--- config.mk ---
export PLATFORM = sky130hd
export DESIGN_NAME = vga_timing_gen
export DESIGN_NICKNAME = d
export VERILOG_FILES = /design/src/rtl/vga_timing_gen.sv
export SDC_FILE = /design/constraint.sdc
export NUM_CORES = 1
export LEC_CHECK = 0
export ABC_AREA = 1
export BUFFER_PORTS_ARGS = -buffer_cell sky130_fd_sc_hd__buf_2
export CAP_MARGIN = 5
export CORE_MARGIN = 1.5
export CORE_UTILIZATION = 55
export DETAILED_ROUTE_END_ITERATION = 12
export GPL_ROUTABILITY_DRIVEN = 1
export PLACE_DENSITY = 0.84
export SLEW_MARGIN = 30
export SYNTH_ARGS = -nofsm -noshare
export SYNTH_HDL_FRONTEND = slang
export SYNTH_SLANG_ARGS = --single-unit
--- constraint.sdc ---
create_clock -name clk -period 4.4 [get_ports clk]
set_clock_uncertainty 0.05 [all_clocks]
set_input_delay 0.44 -clock clk [delete_from_list [all_inputs] [get_ports clk]]
set_output_delay 0.44 -clock clk [all_outputs]
set_load 0.01 [all_outputs]
--- src/rtl/vga_timing_gen.sv ---
// VGA raster timing generator: prescaled pixel/line counters with registered, zero-skew sync/enable decode.
// Optional macro VGA_TIMING_PIPE_EN adds one extra register stage on hsync/vsync only.
module vga_timing_gen #(
  parameter int CLK_DIV  = 4,
  parameter int H_SYNC   = 96,
  parameter int H_BP     = 48,
  parameter int H_ACTIVE = 640,
  parameter int H_FP     = 16,
  parameter int V_SYNC   = 2,
  parameter int V_BP     = 33,
  parameter int V_ACTIVE = 480,
  parameter int V_FP     = 10
) (
  input  logic        clk,
  input  logic        rst_n,
  output logic [11:0] h_cnt,
  output logic [11:0] v_cnt,
  output logic        hsync,
  output logic        vsync,
  output logic        enable,
  output logic        pix_tick,
  output logic        frame_tick
);

  localparam int H_TOTAL = H_SYNC + H_BP + H_ACTIVE + H_FP;
  localparam int V_TOTAL = V_SYNC + V_BP + V_ACTIVE + V_FP;
  localparam int PW      = (CLK_DIV > 1) ? $clog2(CLK_DIV) : 1;

  localparam logic [11:0] H_LAST      = 12'(H_TOTAL - 1);
  localparam logic [11:0] V_LAST      = 12'(V_TOTAL - 1);
  localparam logic [11:0] H_SYNC_END  = 12'(H_SYNC);
  localparam logic [11:0] V_SYNC_END  = 12'(V_SYNC);
  localparam logic [11:0] H_ACT_START = 12'(H_SYNC + H_BP);
  localparam logic [11:0] H_ACT_END   = 12'(H_SYNC + H_BP + H_ACTIVE);
  localparam logic [11:0] V_ACT_START = 12'(V_SYNC + V_BP);
  localparam logic [11:0] V_ACT_END   = 12'(V_SYNC + V_BP + V_ACTIVE);
  localparam logic [PW-1:0] PRESC_LAST = PW'(CLK_DIV - 1);

  logic [PW-1:0] presc_reg, presc_next;
  logic [11:0]   h_cnt_reg, h_cnt_next;
  logic [11:0]   v_cnt_reg, v_cnt_next;
  logic          hsync_reg, hsync_next;
  logic          vsync_reg, vsync_next;
  logic          enable_reg, enable_next;
  logic          pix_tick_reg;
  logic          frame_tick_reg, frame_tick_next;
  logic          advance, h_wrap, v_wrap;

  always_comb begin
    advance    = (presc_reg == PRESC_LAST);
    presc_next = advance ? '0 : presc_reg + PW'(1);
    h_wrap     = (h_cnt_reg == H_LAST);
    v_wrap     = (v_cnt_reg == V_LAST);
    h_cnt_next = h_cnt_reg;
    v_cnt_next = v_cnt_reg;
    if (advance) begin
      if (h_wrap) begin
        h_cnt_next = '0;
        v_cnt_next = v_wrap ? '0 : v_cnt_reg + 12'd1;
      end else begin
        h_cnt_next = h_cnt_reg + 12'd1;
      end
    end
    // Decode from the next counter values so the registered flags line up with the counters.
    hsync_next      = !(h_cnt_next < H_SYNC_END);
    vsync_next      = !(v_cnt_next < V_SYNC_END);
    enable_next     = (h_cnt_next >= H_ACT_START) && (h_cnt_next < H_ACT_END) &&
                      (v_cnt_next >= V_ACT_START) && (v_cnt_next < V_ACT_END);
    frame_tick_next = advance && h_wrap && v_wrap;
  end

  always_ff @(posedge clk) begin
    if (!rst_n) begin
      presc_reg      <= '0;
      h_cnt_reg      <= H_LAST;
      v_cnt_reg      <= V_LAST;
      hsync_reg      <= 1'b1;
      vsync_reg      <= 1'b1;
      enable_reg     <= 1'b0;
      pix_tick_reg   <= 1'b0;
      frame_tick_reg <= 1'b0;
    end else begin
      presc_reg      <= presc_next;
      h_cnt_reg      <= h_cnt_next;
      v_cnt_reg      <= v_cnt_next;
      hsync_reg      <= hsync_next;
      vsync_reg      <= vsync_next;
      enable_reg     <= enable_next;
      pix_tick_reg   <= advance;
      frame_tick_reg <= frame_tick_next;
    end
  end

`ifdef VGA_TIMING_PIPE_EN
  // Extra sync stage to match a downstream registered RGB path.
  logic hsync_dly_reg, vsync_dly_reg;

  always_ff @(posedge clk) begin
    if (!rst_n) begin
      hsync_dly_reg <= 1'b1;
      vsync_dly_reg <= 1'b1;
    end else begin
      hsync_dly_reg <= hsync_reg;
      vsync_dly_reg <= vsync_reg;
    end
  end

  assign hsync = hsync_dly_reg;
  assign vsync = vsync_dly_reg;
`else
  assign hsync = hsync_reg;
  assign vsync = vsync_reg;
`endif

  assign h_cnt      = h_cnt_reg;
  assign v_cnt      = v_cnt_reg;
  assign enable     = enable_reg;
  assign pix_tick   = pix_tick_reg;
  assign frame_tick = frame_tick_reg;

endmodule

==> summary.txt, run 1 <==
Critical path
  • Critical path endpoint category: flop
  • R2r setup slk: 1760 ps
  • Worst setup path category: reg -> reg
  • R2r worst-path depth: 13
  • Worst Path Required: 4530 ps
  • Critical Path Most Common Cell: nand2_1
  • Reg-to-reg startpoint: presc_reg[0]$_SDFF_PP0_
  • CP arrival: 2780 ps
  • Reg2reg end: enable$_SDFF_PN0_
  • CP Cell Sequence: ha_1, inv_1, nor2_2, nand3_4, nor2_4, xor2_2, nand2_1, nor2_1, nand2_1, nand2_1, nor2_1, nand2_1, nor2_2
  • Critical-path top delay cell: ha_1
  • CP peak stage delay: 690 ps
  • CP max FO: 21
  • Worst Setup Start Kind: flop

Final layout
  • Nets: 356
  • Design Area, Final: 2320 µm²
  • Fraction of layout cells with a size suffix above 1: 21.5%
  • Ant diodes: 0
  • Area growth, synth to finish: 12.9%

STA
  • Final min period: 2640 ps
  • Tightest Pin Transition: 803 ps
  • Unrepaired setup endpoints after global routing: no
  • Setup_tns: 0 ps
  • Part of the cycle the worst path needs: 60.0%
  • Final hold vios: 0
  • Final setup viols: 0
  • Final slew viol count: 0
  • Fmax: 379 MHz
  • Slew HR: 46.4%

Floorplanning
  • Die Ht: 64.2 µm
  • Io pins: 31
  • Die width: 64.2 µm
  • Starting Density: 56.6%
  • Die area: 4120 µm²
  • Core area: 3630 µm²
  • Num rows: 22

Synthesis
  • Post-Syn Area: 2060 µm²
  • Netlist cell types: 34
  • Count leader, synth: nand2_1
  • Yosys top cell area share: 30.2%
  • Number of synthesized flops with an enable pin: 0
  • Flops & latches, synth: 31
  • Seq/Total Area, Yosys: 30.2%
  • Synthesized Nets: 323
  • Largest area contributor in the synthesized netlist: dfxtp_1
  • Synth top area cells: dfxtp_1 30%, nand2_1 18%, inv_1 8.0%
  • Synth top cells by count: 96 x nand2_1, 44 x inv_1, 43 x nor2_1, 31 x dfxtp_1, 28 x nand3_1
  • Syn Area/Cell: 6.49 µm²
  • Synthesized instance count: 317
  • Synth Warn #: 0
  • FFs w/ async S/R, synth: 0%
  • Primary FF master, synth: dfxtp_1

Worst hold path
  • Hold_sp: presc_reg[0]$_SDFF_PP0_
  • Hold/Removal Path Class: reg -> reg
  • Hold Path Depth: 1
  • Worst Hold Path EP: presc_reg[0]$_SDFF_PP0_

Clock network
  • TritonCTS clock tree: built
  • Postcts setup bufs: 0
  • Post-CTS sizing: 0
  • Root Buffer: clkbuf_8
  • Clock Pin Slew Worst Setup and Hold Paths: 60 ps
  • Worst skew pair latency: 280 ps
  • CTS buffer count: 5
  • Clock Path Buffers: 2
  • CTS sink count: 31
  • H-tree Lvls: 2
  • Hold buffer count at CTS: 0

Power and ir drop
  • Leak Pwr: 0.00129 µW
  • Gate power share: 31.3%
  • Power per Cell Area: 321 nW/µm²
  • Clk network pwr share: 27.4%
  • Sequential power share: 41.3%
  • Psw: 271 µW
  • Internal: 475 µW
  • Switch share: 36.4%
  • Peak VDD IR: 188 µV

Routing
  • Routed vias/inst: 5.30
  • First-pass DRT Iterations: 5
  • Drc violations: 0
  • Final wirelength: 4.83 mm
  • Initial DRC Count: 181
  • Vias: 2104
  • DR WL/cell: 12.2 µm
  • Final ANT Viol Nets: 0

Place
  • Placement Cell Area: 2250 µm²
  • DP Wirelength: 3.72 mm
  • Port Buffers: 30
  • Gpl congestion: 0.936

Run status
  • Status: finished, final reports clean

GRT
  • Gr ovfl total: 0
  • Total GRT Usage: 26.0%
  • Vias in the first global route: 1835
  • Initial antenna violation count: 0
  • Global-route wire length before repair: 8.32 mm
  • Largest net degree at the start of global routing: 22

Flow run
  • Max Cap Viol: 0
-- logic make-up (layout without fill, tap and decap cells) --
kind of cell             count (synthesis)  in the layout  share of synthesized area [%]
adder cells (fa/ha/maj)                  4              4                           2.43
AND/OR/NAND/NOR                        211            211                           51.5
buffers and inverters                   54             86                           10.3
XOR/XNOR                                 4              4                           2.07
flip-flops                              31             31                           30.2
AO/OA/AOI/OAI                           13             13                           3.53
-- routing by layer --
layer,GRT usage [%],wire (µm),vias up,part of all wire (%)
li1,-,-,1049,-
met1,35.7,2190,968,45
met2,40.0,2270,81,47
met3,7.22,328,6,6.8
met4,7.45,43,0,0.89
met5,0,0,-,0
-- worst max-delay path by stage --
stage          depth (start not counted)           endpoint  slack, ps                     from
3_3_place_gp                          13  enable$_SDFF_PN0_       1880  presc_reg[0]$_SDFF_PP0_
3_5_place_dp                          13  enable$_SDFF_PN0_       1800  presc_reg[0]$_SDFF_PP0_
5_1_grt                               12  enable$_SDFF_PN0_       1460  presc_reg[0]$_SDFF_PP0_
2_1_floorplan                         11  enable$_SDFF_PN0_       2570      h_cnt[0]$_SDFF_PN1_
6_report                              13  enable$_SDFF_PN0_       1760  presc_reg[0]$_SDFF_PP0_
4_1_cts                               13  enable$_SDFF_PN0_       1780  presc_reg[0]$_SDFF_PP0_
-- area by class of cell --
| cell class | instances | area (µm²) |
|---|---|---|
| Fill cell | 364 | 1310 |
| Sequential cell | 31 | 621 |
| Tap cell | 48 | 60.1 |
| Clock buffer | 6 | 72.6 |
| Inverter | 50 | 194 |
| Multi-Input combinational cell | 232 | 1220 |
| Timing Repair Buffer | 30 | 150 |
-- worst max-delay path, delay by kind of cell (launching register included) --
family        cells  cell delay, ps
simple gates     10             940
flops             1             340
xor+xnor          1             180
fa+ha+maj         1             690
buf+inv           1             330
-- layout by cell type (no fill, tap or decap), types with 5 or more instances in the layout --
master / count
nand2_1: 96
nand4_1: 7
dfxtp_1: 31
inv_1: 44
nand2_2: 6
nand3_1: 28
o21ai_0: 7
buf_2: 30
nor2_1: 43
nor2_2: 9
clkbuf_8: 5
-- through the flow --
step / hold slack, ps / cells / power, µW / utilization, % / worst slack (ps)
after floorplan: 354 / 317 / 497 / - / 2570
after global placement: 361 / 391 / 539 / 61.9 / 1880
after detailed placement: 377 / 391 / 544 / 61.9 / 1800
after CTS: 385 / 397 / 748 / 63.9 / 1780
after global routing: 419 / 397 / 793 / 63.9 / 1460
final: 385 / 397 / 746 / 63.9 / 1760
-- power by group through the flow --
| stage | registers [µW] | clock network [µW] | logic, µW |
|---|---|---|---|
| after global routing | 310 | 224 | 259 |
| after CTS | 308 | 209 | 232 |
| after detailed placement | 314 | 0 | 230 |
| final | 308 | 205 | 233 |
| after floorplan | 317 | 0 | 180 |
| after global placement | 314 | 0 | 225 |
Power figures use the tool's default switching activity.
==> inputs of run 2 (changes only) <==
--- a/config.mk
+++ b/config.mk
@@ -5,14 +5,14 @@
 export SDC_FILE = /design/constraint.sdc
 export NUM_CORES = 1
 export LEC_CHECK = 0
-export ABC_AREA = 1
+export ABC_AREA = 0
 export BUFFER_PORTS_ARGS = -buffer_cell sky130_fd_sc_hd__buf_2
 export CAP_MARGIN = 5
 export CORE_MARGIN = 1.5
-export CORE_UTILIZATION = 55
+export CORE_UTILIZATION = 49
 export DETAILED_ROUTE_END_ITERATION = 12
 export GPL_ROUTABILITY_DRIVEN = 1
-export PLACE_DENSITY = 0.84
+export PLACE_DENSITY = 0.82
 export SLEW_MARGIN = 30
 export SYNTH_ARGS = -nofsm -noshare
 export SYNTH_HDL_FRONTEND = slang
==> constraint.sdc (replaced) <==
create_clock -name clk -period 2.3 [get_ports clk]
set_clock_uncertainty 0.05 [all_clocks]
set_input_delay 0.23 -clock clk [delete_from_list [all_inputs] [get_ports clk]]
set_output_delay 0.23 -clock clk [all_outputs]
set_load 0.01 [all_outputs]
==> run 2 against run 1 <==
The flow now finishes with violations (negative setup slack); wire length is 28% higher; setup slack worse by 2100 ps; final cell count decreased by 14%; maximum frequency grew 0.95%; critical path type unchanged; critical path depth fell by 5; hold slack lost 220 ps; total power grew 75%; clock-buffer cell count grew 2; register-to-register slack got worse by 2100 ps.
==> summary.txt, run 2 <==
Critical path
  • R2r worst-path depth: 8 (was 13)
  • CP arrival: 2810 ps (was 2780 ps)
  • R2r setup slk: -320 ps (was 1760 ps)
  • Reg-to-reg startpoint: presc_reg[1]$_SDFF_PP0_ (was presc_reg[0]$_SDFF_PP0_)
  • Worst Path Required: 2490 ps (was 4530 ps)
  • Worst setup path category: reg -> reg (unchanged)
  • Worst Setup Start Kind: flop (unchanged)
  • Reg2reg end: enable$_SDFF_PN0_ (unchanged)
  • CP Cell Sequence: ha_4, and3_4, nand4_1, or3_1, o22ai_2, nand2_2, or4_4, a2111oi_4 (was ha_1, inv_1, nor2_2, nand3_4, nor2_4, xor2_2, nand2_1, nor2_1, nand2_1, nand2_1, nor2_1, nand2_1, nor2_2)
  • CP max FO: 4 (was 21)
  • Critical path endpoint category: flop (unchanged)
  • CP peak stage delay: 520 ps (was 690 ps)
  • Critical-path top delay cell: or4_4 (was ha_1)

Synthesis
  • Count leader, synth: dfxtp_1 (was nand2_1)
  • Flops & latches, synth: 31 (unchanged)
  • Synthesized Nets: 203 (was 323)
  • Yosys top cell area share: 37.9% (was 30.2%)
  • Main combinational cell family by area after synthesis: simple AND/OR/NAND/NOR gates (unchanged)
  • Synth top cells by count: 31 x dfxtp_1, 25 x nor2_1, 18 x nand2_1, 11 x o21ai_0, 10 x nand4_1 (was 96 x nand2_1, 44 x inv_1, 43 x nor2_1, 31 x dfxtp_1, 28 x nand3_1)
  • Post-Syn Area: 1640 µm² (was 2060 µm²)
  • Seq/Total Area, Yosys: 37.9% (was 30.2%)
  • Mux cell area share after synthesis: 1.22% (was 0%)
  • Primary FF master, synth: dfxtp_1 (unchanged)
  • Post-Synth XOR/XNOR Area: 7.50% (was 2.07%)
  • Adder-cell share of the synthesized area: 3.06% (was 2.43%)
  • Number of synthesized flops with an enable pin: 0 (unchanged)
  • Synthesized instance count: 197 (was 317)
  • Largest area contributor in the synthesized netlist: dfxtp_1 (unchanged)
  • Synth top area cells: dfxtp_1 38%, nor2_1 5.7%, nand2_1 4.1% (was dfxtp_1 30%, nand2_1 18%, inv_1 8.0%)
  • Netlist cell types: 46 (was 34)
  • Compound-cell area share of the yosys netlist: 13.8% (was 3.53%)
  • FFs w/ async S/R, synth: 0% (unchanged)
  • Syn Area/Cell: 8.30 µm² (was 6.49 µm²)
  • Synth Warn #: 0 (unchanged)
  • Synth Area in Simple Gates: 32.8% (was 51.5%)

GRT
  • Initial antenna violation count: 0 (unchanged)
  • Largest net degree at the start of global routing: 17 (was 22)
  • Gr ovfl total: 0 (unchanged)
  • Vias in the first global route: 1860 (was 1835)
  • Global-route wire length before repair: 9.03 mm (was 8.32 mm)
  • Total GRT Usage: 33.9% (was 26.0%)

Floorplanning
  • Io pins: 31 (unchanged)
  • Die Ht: 60.8 µm (was 64.2 µm)
  • Die area: 3690 µm² (was 4120 µm²)
  • Die width: 60.8 µm (was 64.2 µm)
  • Num rows: 20 (was 22)
  • Starting Density: 52.7% (was 56.6%)
  • Core area: 3100 µm² (was 3630 µm²)

Run status
  • Status: finished, violations left (was finished, final reports clean)
  • Failing checks: negative setup slack

STA
  • Final WS setup: -317 ps (was 1760 ps)
  • Fmax: 382 MHz (was 379 MHz)
  • Unrepaired setup endpoints after global routing: yes (was no)
  • Final slew viol count: 0 (unchanged)
  • Part of the cycle the worst path needs: 114% (was 60.0%)
  • Tightest Pin Transition: 528 ps (was 803 ps)
  • Final setup viols: 3 (was 0)
  • Final min period: 2620 ps (was 2640 ps)
  • Hold slack: 165 ps (was 385 ps)
  • Setup_tns: -450 ps (was 0 ps)
  • Final hold vios: 0 (unchanged)
  • Slew HR: 64.8% (was 46.4%)

Power and ir drop
  • Internal: 901 µW (was 475 µW)
  • Clk network pwr share: 29.2% (was 27.4%)
  • Switch share: 31.1% (was 36.4%)
  • Power per Cell Area: 521 nW/µm² (was 321 nW/µm²)
  • Leak Pwr: 0.00113 µW (was 0.00129 µW)
  • Psw: 406 µW (was 271 µW)
  • Sequential power share: 44.2% (was 41.3%)
  • Gate power share: 26.7% (was 31.3%)
  • Peak VDD IR: 487 µV (was 188 µV)

Flow run
  • Max Cap Viol: 0 (unchanged)

Routing
  • Final ANT Viol Nets: 0 (unchanged)
  • Initial DRC Count: 226 (was 181)
  • Routed vias/inst: 6.04 (was 5.30)
  • Drc violations: 0 (unchanged)
  • Final wirelength: 6.17 mm (was 4.83 mm)
  • First-pass DRT Iterations: 6 (was 5)
  • Vias: 2052 (was 2104)
  • DR WL/cell: 18.1 µm (was 12.2 µm)

Final layout
  • Area of the multi-input gates: 1050 µm² (was 1220 µm²)
  • Fillers: 188 (was 364)
  • Most frequent cells in the layout: 68 x buf_4, 30 x buf_2, 25 x dfxtp_1 (was 96 x nand2_1, 44 x inv_1, 43 x nor2_1)
  • Leading cell type in the layout, fill and taps excluded: buf_4 (was nand2_1)
  • Fraction of layout cells with a size suffix above 1: 47.3% (was 21.5%)
  • Ant diodes: 0 (unchanged)
  • Area growth, synth to finish: 53.4% (was 12.9%)
  • Nets: 301 (was 356)
  • Register area: 633 µm² (was 621 µm²)

Clock network
  • Worst skew pair latency: 340 ps (was 280 ps)
  • Hold buffer count at CTS: 0 (unchanged)
  • Clock Path Buffers: 2 (unchanged)
  • TritonCTS clock tree: built (unchanged)
  • H-tree Lvls: 2 (unchanged)
  • CTS sink count: 31 (unchanged)
  • Root Buffer: clkbuf_4 (was clkbuf_8)
  • CTS buffer count: 5 (unchanged)
  • Clock Pin Slew Worst Setup and Hold Paths: 100 ps (was 60 ps)

Place
  • Gpl congestion: 0.874 (was 0.936)
  • DP Wirelength: 3.51 mm (was 3.72 mm)
  • Port Buffers: 30 (unchanged)

Worst hold path
  • Hold Path Depth: 2 (was 1)
  • Worst Hold Path EP: h_cnt[4]$_SDFF_PN1_ (was presc_reg[0]$_SDFF_PP0_)
  • Hold/Removal Path Class: in -> reg (was reg -> reg)
  • Hold_sp: rst_n (was presc_reg[0]$_SDFF_PP0_)
==> run 2: cell type report <==
type                       count  share of cell area, %
clock buffer                   8                   2.74
inverter                       7                   1.05
multi-input combinational    151                   42.0
sequential                    31                   25.2
tap                           44                   2.19
timing repair buffer          99                   26.8
==> run 2: metal layers <==
metal  track usage, %  up-vias  part of all wire (%)
li1                 -      907                     -
met1             43.0      934                    39
met2             52.8      166                    45
met3             10.2       45                    10
met4             16.1        0                   5.8
met5                0        -                     0
==> run 2: cells by family (layout without fill, tap and decap cells) <==
| group | Yosys count | count (layout) |
|---|---|---|
| buffers and inverters | 15 | 114 |
| multiplexers | 2 | 2 |
| AO/OA/AOI/OAI | 33 | 33 |
| adder cells (fa/ha/maj) | 4 | 4 |
| XOR/XNOR | 14 | 14 |
| AND/OR/NAND/NOR | 98 | 98 |
| flip-flops | 31 | 31 |
==> run 2: worst max-delay path, delay by kind of cell (launching register included) <==
family | cells | cell delay, ps
AND/OR/NAND/NOR | 5 | 1450
adder cells (fa/ha/maj) | 1 | 150
AO/OA/AOI/OAI | 2 | 500
flip-flops | 1 | 380
==> run 2: worst max path at each step <==
stage,startpoint,endpoint,slack (ps),cells past startpoint
5_1_grt,presc_reg[1]$_SDFF_PP0_,enable$_SDFF_PN0_,-380,9
2_1_floorplan,h_cnt[0]$_SDFF_PN1_,enable$_SDFF_PN0_,-120,9
3_3_place_gp,v_cnt[5]$_SDFF_PN0_,vsync$_SDFF_PN1_,-120,7
6_report,presc_reg[1]$_SDFF_PP0_,enable$_SDFF_PN0_,-320,8
4_1_cts,h_cnt[0]$_SDFF_PN1_,enable$_SDFF_PN0_,-160,9
3_5_place_dp,presc_reg[0]$_SDFF_PP0_,enable$_SDFF_PN0_,-190,9
==> run 2: power groups by stage <==
| stage | logic [µW] | clock network [µW] | registers, µW |
|---|---|---|---|
| floorplan | 146 | 0 | 601 |
| detailed placement | 281 | 0 | 584 |
| finish | 349 | 381 | 578 |
| global route | 366 | 410 | 579 |
| CTS | 312 | 368 | 574 |
| global placement | 273 | 0 | 583 |
==> run 2: metrics by stage <==
stage / worst slack, ps / cells / power [µW] / util [%] / area, µm²
2_1_floorplan: -119 / 197 / 746 / - / 1700
3_3_place_gp: -120 / 318 / 856 / 72.9 / 2260
3_5_place_dp: -193 / 318 / 865 / 72.9 / 2260
4_1_cts: -155 / 336 / 1250 / 79.2 / 2460
5_1_grt: -379 / 340 / 1350 / 80.8 / 2510
6_report: -317 / 340 / 1310 / 80.8 / 2510
==> run 2: repair_timing <==
action                                  CTS  global route
endpoints found under the setup margin    2             4
buffers inserted                         10             6
pin swaps                                 5             4
resized for setup                        10             8
